### config.mk
export PLATFORM = sky130hd
export DESIGN_NAME = freq_step_ctrl_flat
export DESIGN_NICKNAME = d
export VERILOG_FILES = /design/src/rtl/freq_step_ctrl_if.sv /design/src/rtl/freq_step_ctrl.sv /design/src/flat_wrapper.sv
export SDC_FILE = /design/constraint.sdc
export NUM_CORES = 1
export LEC_CHECK = 0
export BUFFER_PORTS_ARGS = -buffer_cell sky130_fd_sc_hd__buf_2
export CAP_MARGIN = 0
export CORE_UTILIZATION = 46
export DETAILED_ROUTE_END_ITERATION = 7
export PLACE_DENSITY_LB_ADDON = 0.25
export SYNTH_ARGS = -nofsm -noshare
export SYNTH_HDL_FRONTEND = slang
export SYNTH_SLANG_ARGS = --single-unit
### constraint.sdc
create_clock -name clk -period 6.1 [get_ports clk]
set_clock_uncertainty 0.15 [all_clocks]
set_input_delay 1.22 -clock clk [delete_from_list [all_inputs] [get_ports clk]]
set_output_delay 1.22 -clock clk [all_outputs]
set_load 0.02 [all_outputs]
### src/rtl/freq_step_ctrl_if.sv
// Bus bundle between the key front end and the DDS core.
// Signal encoding of dbg_state: 0 IDLE, 1 WAIT, 2 RPT, 3 LOCK.
// Handshake: there is no valid/ready pair here. K is always valid and may be
// sampled on any cycle. k_upd is a one-cycle qualifier that is high only on
// the cycle K first shows a new value.
interface freq_step_ctrl_if #(
  parameter int KW = 24
);
  logic          key_inc;
  logic          key_dec;
  logic [1:0]    step_sel;
  logic [KW-1:0] K;
  logic          k_upd;
  logic          at_min;
  logic          at_max;
  logic [1:0]    dbg_state;

  modport master (
    output key_inc, key_dec, step_sel,
    input  K, k_upd, at_min, at_max, dbg_state
  );

  modport slave (
    input  key_inc, key_dec, step_sel,
    output K, k_upd, at_min, at_max, dbg_state
  );
endinterface

### src/rtl/freq_step_ctrl.sv
// Push-button front end for the DDS: synchronises and debounces the inc/dec
// keys, detects presses, auto-repeats on hold and keeps a saturated tuning word.
module freq_step_ctrl #(
  parameter int            KW        = 24,
  parameter logic [KW-1:0] K_RESET   = 24'd168,
  parameter logic [KW-1:0] K_MIN     = 24'd1,
  parameter logic [KW-1:0] K_MAX     = 24'h800000,
  parameter int            DB_CNT    = 1_000_000,
  parameter int            RPT_DELAY = 50_000_000,
  parameter int            RPT_RATE  = 10_000_000
) (
  input logic       clk,
  input logic       rst_n,
  freq_step_ctrl_if.slave bus
);

  localparam int DBW     = $clog2(DB_CNT + 1);
  localparam int RPT_MAX = (RPT_DELAY > RPT_RATE) ? RPT_DELAY : RPT_RATE;
  localparam int CW      = $clog2(RPT_MAX + 1);

  typedef enum logic [1:0] {
    S_IDLE = 2'd0,
    S_WAIT = 2'd1,
    S_RPT  = 2'd2,
    S_LOCK = 2'd3
  } state_t;

  // Index 0 is the increment key, index 1 the decrement key (both active-low).
  logic [1:0]     w_key_raw;
  logic [1:0]     r_sync1;
  logic [1:0]     r_sync2;
  logic [1:0]     r_db;
  logic [1:0]     r_db_d;
  logic [1:0]     r_arm;
  logic [DBW-1:0] r_db_cnt [2];
  logic [1:0]     w_press;

  state_t         r_state;
  state_t         w_state_nxt;
  logic           r_dir;
  logic           w_dir_nxt;
  logic [CW-1:0]  r_cnt;
  logic [CW-1:0]  w_cnt_nxt;
  logic           w_step;
  logic           w_act_rel;
  logic           w_oth_press;

  logic [KW:0]    w_step_amt;
  logic [KW:0]    w_sum;
  logic [KW:0]    w_diff;
  logic [KW-1:0]  w_k_nxt;
  logic [KW-1:0]  r_k;
  logic           r_k_upd;
  logic           r_at_min;
  logic           r_at_max;

  assign w_key_raw = {bus.key_dec, bus.key_inc};

  // Synchroniser, debounce counters and arming. A key is only armed once its
  // synchronised level has been seen released after reset, so a key held
  // through reset cannot count towards a press until it is let go.
  always_ff @(posedge clk) begin
    if (!rst_n) begin
      r_sync1 <= 2'b00;
      r_sync2 <= 2'b00;
      r_db    <= 2'b11;
      r_db_d  <= 2'b11;
      r_arm   <= 2'b00;
      for (int i = 0; i < 2; i++) r_db_cnt[i] <= '0;
    end else begin
      r_sync1 <= w_key_raw;
      r_sync2 <= r_sync1;
      r_db_d  <= r_db;
      r_arm   <= r_arm | r_sync2;
      for (int i = 0; i < 2; i++) begin
        if (!r_arm[i] || (r_sync2[i] == r_db[i])) begin
          r_db_cnt[i] <= '0;
        end else if (r_db_cnt[i] == DBW'(DB_CNT - 1)) begin
          r_db[i]     <= r_sync2[i];
          r_db_cnt[i] <= '0;
        end else begin
          r_db_cnt[i] <= r_db_cnt[i] + DBW'(1);
        end
      end
    end
  end

  assign w_press     = r_db_d & ~r_db;
  assign w_act_rel   = r_dir ? r_db[0] : r_db[1];
  assign w_oth_press = r_dir ? w_press[1] : w_press[0];

  // FSM state register together with its direction and delay/rate counter.
  always_ff @(posedge clk) begin
    if (!rst_n) begin
      r_state <= S_IDLE;
      r_dir   <= 1'b1;
      r_cnt   <= '0;
    end else begin
      r_state <= w_state_nxt;
      r_dir   <= w_dir_nxt;
      r_cnt   <= w_cnt_nxt;
    end
  end

  // Next-state logic: decides when a step is applied and where the FSM goes.
  always_comb begin
    w_state_nxt = r_state;
    w_dir_nxt   = r_dir;
    w_cnt_nxt   = r_cnt;
    w_step      = 1'b0;
    case (r_state)
      S_IDLE: begin
        if (&w_press) begin
          w_state_nxt = S_LOCK;
        end else if (w_press[0] || w_press[1]) begin
          w_state_nxt = S_WAIT;
          w_dir_nxt   = w_press[0];
          w_cnt_nxt   = '0;
          w_step      = 1'b1;
        end
      end
      S_WAIT, S_RPT: begin
        if (w_oth_press) begin
          w_state_nxt = S_LOCK;
        end else if (w_act_rel) begin
          w_state_nxt = S_IDLE;
        end else if (((r_state == S_WAIT) && (r_cnt == CW'(RPT_DELAY - 1))) ||
                     ((r_state == S_RPT)  && (r_cnt == CW'(RPT_RATE - 1)))) begin
          w_state_nxt = S_RPT;
          w_cnt_nxt   = '0;
          w_step      = 1'b1;
        end else begin
          w_cnt_nxt = r_cnt + CW'(1);
        end
      end
      S_LOCK: begin
        if (&r_db) w_state_nxt = S_IDLE;
      end
      default: w_state_nxt = S_IDLE;
    endcase
  end

  assign w_step_amt = (KW + 1)'(1) << {bus.step_sel, 2'b00};
  assign w_sum      = {1'b0, r_k} + w_step_amt;
  assign w_diff     = {1'b0, r_k} - w_step_amt;

  // Output logic: saturated next tuning word, computed one bit wider than K.
  always_comb begin
    w_k_nxt = r_k;
    if (w_step) begin
      if (w_dir_nxt) begin
        w_k_nxt = (w_sum > {1'b0, K_MAX}) ? K_MAX : w_sum[KW-1:0];
      end else begin
        w_k_nxt = (w_diff[KW] || (w_diff < {1'b0, K_MIN})) ? K_MIN : w_diff[KW-1:0];
      end
    end
  end

  // Tuning word and its flags, all registered on the same edge.
  always_ff @(posedge clk) begin
    if (!rst_n) begin
      r_k      <= K_RESET;
      r_k_upd  <= 1'b0;
      r_at_min <= (K_RESET == K_MIN);
      r_at_max <= (K_RESET == K_MAX);
    end else begin
      r_k      <= w_k_nxt;
      r_k_upd  <= (w_k_nxt != r_k);
      r_at_min <= (w_k_nxt == K_MIN);
      r_at_max <= (w_k_nxt == K_MAX);
    end
  end

  assign bus.K         = r_k;
  assign bus.k_upd     = r_k_upd;
  assign bus.at_min    = r_at_min;
  assign bus.at_max    = r_at_max;
  assign bus.dbg_state = r_state;

endmodule

### src/flat_wrapper.sv
// flat-port wrapper written by rule: the top's interface ports become plain ports
module freq_step_ctrl_flat 
#(
  parameter int            KW        = 24,
  parameter logic [KW-1:0] K_RESET   = 24'd168,
  parameter logic [KW-1:0] K_MIN     = 24'd1,
  parameter logic [KW-1:0] K_MAX     = 24'h800000,
  parameter int            DB_CNT    = 1_000_000,
  parameter int            RPT_DELAY = 50_000_000,
  parameter int            RPT_RATE  = 10_000_000
)
  (clk, rst_n, bus_key_inc, bus_key_dec, bus_step_sel, bus_K, bus_k_upd, bus_at_min, bus_at_max, bus_dbg_state);
  freq_step_ctrl_if #(.KW(KW)) bus_i ();
  input logic clk;
  input logic rst_n;
  input wire logic [$bits(bus_i.key_inc)-1:0] bus_key_inc;
  input wire logic [$bits(bus_i.key_dec)-1:0] bus_key_dec;
  input wire logic [$bits(bus_i.step_sel)-1:0] bus_step_sel;
  output wire logic [$bits(bus_i.K)-1:0] bus_K;
  output wire logic [$bits(bus_i.k_upd)-1:0] bus_k_upd;
  output wire logic [$bits(bus_i.at_min)-1:0] bus_at_min;
  output wire logic [$bits(bus_i.at_max)-1:0] bus_at_max;
  output wire logic [$bits(bus_i.dbg_state)-1:0] bus_dbg_state;
  assign bus_i.key_inc = bus_key_inc;
  assign bus_i.key_dec = bus_key_dec;
  assign bus_i.step_sel = bus_step_sel;
  assign bus_K = bus_i.K;
  assign bus_k_upd = bus_i.k_upd;
  assign bus_at_min = bus_i.at_min;
  assign bus_at_max = bus_i.at_max;
  assign bus_dbg_state = bus_i.dbg_state;
  freq_step_ctrl #(.KW(KW), .K_RESET(K_RESET), .K_MIN(K_MIN), .K_MAX(K_MAX), .DB_CNT(DB_CNT), .RPT_DELAY(RPT_DELAY), .RPT_RATE(RPT_RATE)) u_core (.clk(clk), .rst_n(rst_n), .bus(bus_i));
endmodule
After elaboration in Yosys (flattened, before gate mapping)

Memory sizes are Yosys's and may differ from the RTL's.
Index checks and enable logic that the tools add are counted.
W data, S select, Z words.

Add/sub/neg operators: 5
Reduce and logical (&&, ||, !) cells: 18
Mux-type cells: 57
$mul: 0
Shift-type cells: 1
Magnitude comparators: 2
Div/mod/pow operators: 0
Eq/ne operators: 19
Bitwise operators: 11

Operators by type and width:

| cell                    | count |
|---|---|
| $mux W26                | 5 |
| $mux W20                | 6 |
| $mux W24                | 4 |
| $pmux W26 S2            | 1 |
| $add A20 B1 Y20 const B | 2 |
| $eq A20 B20 Y1 const B  | 2 |
| $mux W1                 | 33 |
| $add A26 B1 Y26 const B | 1 |
| $eq A26 B24 Y1 const B  | 1 |
| $eq A26 B26 Y1 const B  | 1 |
| $add A24 B25 Y25        | 1 |
| $gt A25 B24 Y1 const B  | 1 |
| $lt A25 B1 Y1 const B   | 1 |
| $shl A1 B4 Y25 const A  | 1 |
| $sub A24 B25 Y25        | 1 |
| $eq A24 B1 Y1 const B   | 1 |
| $eq A24 B24 Y1 const B  | 1 |
| $ne A24 B24 Y1          | 1 |
| $mux W2                 | 6 |
| $reduce_and A2 Y1       | 4 |
| $ne A2 B2 Y1 const B    | 3 |
| $or A1 B1 Y1            | 6 |
| $pmux W2 S3             | 1 |
| $logic_or A1 B1 Y1      | 5 |
| other kinds (18)        | 24 |

Input port bits: 6
Word-level logic and storage cells: 127
Register bits: 66
Output and inout port bits: 29
Bits in latches: 0
ROM bits: 0
Memories kept: 1
Bits in writable memories: 40

Memories:

| name            | depth | bits a word | read ports | clocked after memory_dff | wr ports | line                 | source |
|---|---|---|---|---|---|---|---|
| u_core.r_db_cnt | 2     | 20          | 2          | 0                        | 2        | freq_step_ctrl.sv:35 | `logic [DBW-1:0] r_db_cnt [2];` |

Longest topological paths before layout

Depth in word-level cells: 9
Gate-level depth with buffers: 17

Worst setup path after synthesis

No wires, ideal clock.

Kind: input port to flip-flop
Start: input bus_step_sel[0]
End: register u_core.r_at_max (netlist: u_core.bus.at_max)
Path slack: 890 ps
Library setup time: 88 ps
Path buffers: 1
Data required time: 5,862 ps
Data arrival time: 4,973 ps
Cell stages on the path: 16
Cell sequence: nor2_1 > ha_1 > ha_1 > buf_2 > nor3b_1 > o21ai_2 > a2111oi_0 > xnor2_1 > nor4b_1 > o2111a_2 > o31ai_1 > a211oi_2 > o211ai_1 > or4_1 > or4_4 > nor4_2

Longest elaborated chain between the ends: 8
Elaborated cells between the ends (all ways): 11

Ends and longest elaborated chain:

| what                 | line                  | source |
|---|---|---|
| from (decl)          | flat_wrapper.sv:18    | `input wire logic [$bits(bus_i.step_sel)-1:0] bus_step_sel;` |
| $shl A1 B4 Y25 (*)   | freq_step_ctrl.sv:143 | `assign w_step_amt = (KW + 1)'(1) << {bus.step_sel, 2'b00};` |
| $sub A24 B25 Y25     | freq_step_ctrl.sv:145 | `assign w_diff = {1'b0, r_k} - w_step_amt;` |
| $lt A25 B1 Y1        | freq_step_ctrl.sv:154 | `w_k_nxt = (w_diff[KW] \|\| (w_diff < {1'b0, K_MIN})) ? K_MIN : w_diff[KW-1:0];` |
| $logic_or A1 B1 Y1   | freq_step_ctrl.sv:154 |  |
| $mux W24             | freq_step_ctrl.sv:154 |  |
| $mux W24 (*)         | freq_step_ctrl.sv:151 | `if (w_dir_nxt) begin` |
| $mux W24 (*)         | freq_step_ctrl.sv:150 | `if (w_step) begin` |
| $eq A24 B24 Y1 (*)   | freq_step_ctrl.sv:170 | `r_at_max <= (w_k_nxt == K_MAX);` |
| to (signal assigned) | freq_step_ctrl.sv:165 | `r_at_max <= (K_RESET == K_MAX);` |
| to (signal assigned) | freq_step_ctrl.sv:170 |  |
| to (decl)            | freq_step_ctrl.sv:55  | `logic r_at_max;` |

Every way passes the cells marked *; elsewhere a longest branch is shown, timed or not.
A chain may end at the register's enable or synchronous reset.

Worst setup path after layout

Same ends and word-level chain as after synthesis.

==> out/metrics.cfg <==
[drt]
wire_per_inst_um = 18.63
dr.pass1.iters = 6
drc = 0
ant_nets = 0
wl_um = 23550
first_iter_violations = 718
vias = 7723
avgViaCountPerCell = 6.110

[floorplan]
die-width_um = 133.5
fp.dieH_um = 133.5
core_mm2 = 0.01676
io-pin-count = 35
die_area_mm2 = 0.01782
rows = 47
initial_core_util = 0.4747

[setup_path]
cp_cell_sequence = buf_2 > nor2_1 > ha_1 > ha_1 > nor3b_1 > o21ai_2 > a211oi_1 > o21ai_0 > xnor2_1 > a221oi_1 > nand4_1 > a211oi_2 > o211ai_1 > or4_1 > or4_4 > nor4_2
end_kind = flip-flop
critical_path_arrival_ns = 5.82
required_ns = 6.22
r2r-start = u_core.bus.K[0]
slowest_delay_ns = 0.52
cpMaxStageDelayCell = a211oi_1
worst_r2r_path_depth = 15
worstSetupStartpointType = input pin
rrSetupSlack_ns = 1.07
crit_type = in -> reg
reg2reg_to = u_core.bus.at_max
cp_common_cell = ha_1
critPathMaxFanout = 8

[cts]
insertion_delay_ns = 0.35
cts_setup_buffers = 0
postCtsHoldBufs = 0
h-tree-depth = 3
cts_resized = 0
clockBufferDepth = 2
clk_pin_slew_ns = 0.07
cts_tree = done
clock_sinks = 106
clockRootBuffer = clkbuf_16
cts_buffers = 9

[global_route]
grt_max_degree = 27
gr-total-overflow = 0
antenna_found_initial = 1
grt_pass1_wl_um = 37670
grtUsageTotal = 0.2702
grt_pass1_vias = 7155

[job]
drv_cap = 0

[pwr]
leakage_nw = 3.319
ir_worst_vdd_mv = 0.1707
power.total_mw = 1.617
power_density_mw_per_mm2 = 184.2

[final_layout]
area_growth_pct = 10.36
drive_above_1_share = 0.1074
final_cell_area_mm2 = 0.008780
layout.nets = 1063

[logic_synthesis]
synth_top_area_cell = dfxtp_1
ys.flop_type = dfxtp_1
syn_inst = 986
netlist_top_cells_area = dfxtp_1, edfxtp_1, nor2_1
synthArstFlopShare = 0
yosysSeqAreaShare = 0.3171
yosysWarnings = 0
synth.top_cells.by_count = nor2_1, nand2_1, dfxtp_1, nand3_1
synth-edff-count = 40
synth_area_mm2 = 0.007955
ys_types = 94
syn_area_per_cell_um2 = 8.068
synth_most_common_cell = nor2_1
synth_top_area_share = 0.1661
yosys_register_bits = 106

[placed_design]
place_congestion = 1.068
dpl-instance-area_mm2 = 0.008463
dp_hpwl_um = 17640
port_buffers = 34
place_worst_setup_slack_ns = 0.1662

[sta]
drv_slew = 0
max-slew-margin-rel = 0.4416
fin_crit_sh = 0.9339
tightest_slew_ns = 0.8332
finalSetupViolCount = 0
timing.fmax_mhz = 175.5
setup_ws_ns = 0.4032
final.min_clock_period_ns = 5.697
rsz0062_at_grt = no
hold_ws_ns = 0.2956
fin_tns_setup_ns = 0
hold_viol = 0

[run_status]
status = complete, no violations

[hold_path]
holdCritPathClass = reg -> reg
hold_end = u_core.r_sync2[1]
hold_start = u_core.r_sync1[1]
holdPathStages = 1

==> through the flow <==
stage / util / std cells
final: 0.5239 / 1264
after global routing: 0.5237 / 1263
after CTS: 0.5237 / 1263
after detailed placement: 0.5050 / 1247
after global placement: 0.5050 / 1247
after floorplan: - / 1025
==> logic make-up after synthesis <==
family | after synthesis | synth area share
xor gates and xnor gates | 82 | 0.09028
buffers and inverters | 94 | 0.04970
and+or+nand+nor | 458 | 0.3009
DFF | 106 | 0.3171
AOI/OAI and AO/OA | 216 | 0.1966
adders and majority gates | 19 | 0.02988
muxes | 10 | 0.01510
other | 1 | 0.0004714
==> routing by layer <==
metal	part of all wire	GRT usage	up-vias
met5	0	0	-
met4	0.028	0.09975	0
met3	0.11	0.08714	62
met2	0.43	0.4019	436
met1	0.43	0.3637	3565
li1	-	-	3660
==> worst max-delay path by stage <==
stage | endpoint | from | depth (start not counted) | slack (ns)
global placement | u_core.bus.at_max | bus_step_sel[0] | 16 | 0.28
detailed placement | u_core.bus.at_max | bus_step_sel[0] | 16 | 0.17
CTS | u_core.bus.at_max | bus_step_sel[0] | 16 | 0.50
global route | u_core.bus.at_max | bus_step_sel[0] | 16 | 0.07
floorplan | u_core.bus.at_max | bus_step_sel[0] | 16 | 0.89
finish | u_core.bus.at_max | bus_step_sel[0] | 16 | 0.40
==> where the power goes <==
part	internal (mW)	switching [mW]
clock network	0.333	0.270
registers	0.756	0.0239
logic	0.0860	0.148
total	1.18	0.442
==> state kept, by name (all words and copies together), names as in the netlist, 2 cells and up <==
signal,flops
u_core.r_db_cnt,40
u_core.r_cnt,26
u_core.bus.K,24
u_core.bus.dbg_state,2
u_core.r_arm,2
u_core.r_db,2
u_core.r_db_d,2
u_core.r_sync1,2
u_core.r_sync2,2
==> final cells by class <==
| class | instances | area [um^2] |
|---|---|---|
| fillers | 1607 | 7980 |
| multi-input cells | 825 | 5184 |
| flip-flops and latches | 106 | 2522 |
| repair buffers | 55 | 327.8 |
| clock buffers | 12 | 279.0 |
| well taps | 220 | 275.3 |
| inverters | 41 | 153.9 |
| clock inverters | 4 | 35.03 |
| diodes | 1 | 2.502 |
==> cell usage in the layout, fill, tap and decap left out, drive strengths merged, types with 19 or more instances in the layout <==
master  Yosys  final
a21oi      44     44
and3       25     25
buf        23     55
conb        1     40
dfxtp      66     66
edfxtp     40     40
ha         19     19
inv        41     45
nand2      82     82
nand3      48     48
nand4      21     21
nor2      145    145
nor3       25     25
o21ai      41     41
xnor2      39     39
xor2       43     43
==> worst max-delay path: cells and delay by family <==
kind                     cells  cell delay (ns)
AND/OR/NAND/NOR              6             2.02
AO/OA/AOI/OAI                6             1.72
adder cells (fa/ha/maj)      2             0.57
XOR/XNOR                     1             0.17
buffers and inverters        1             0.12
(Power assumes the default switching activity.)
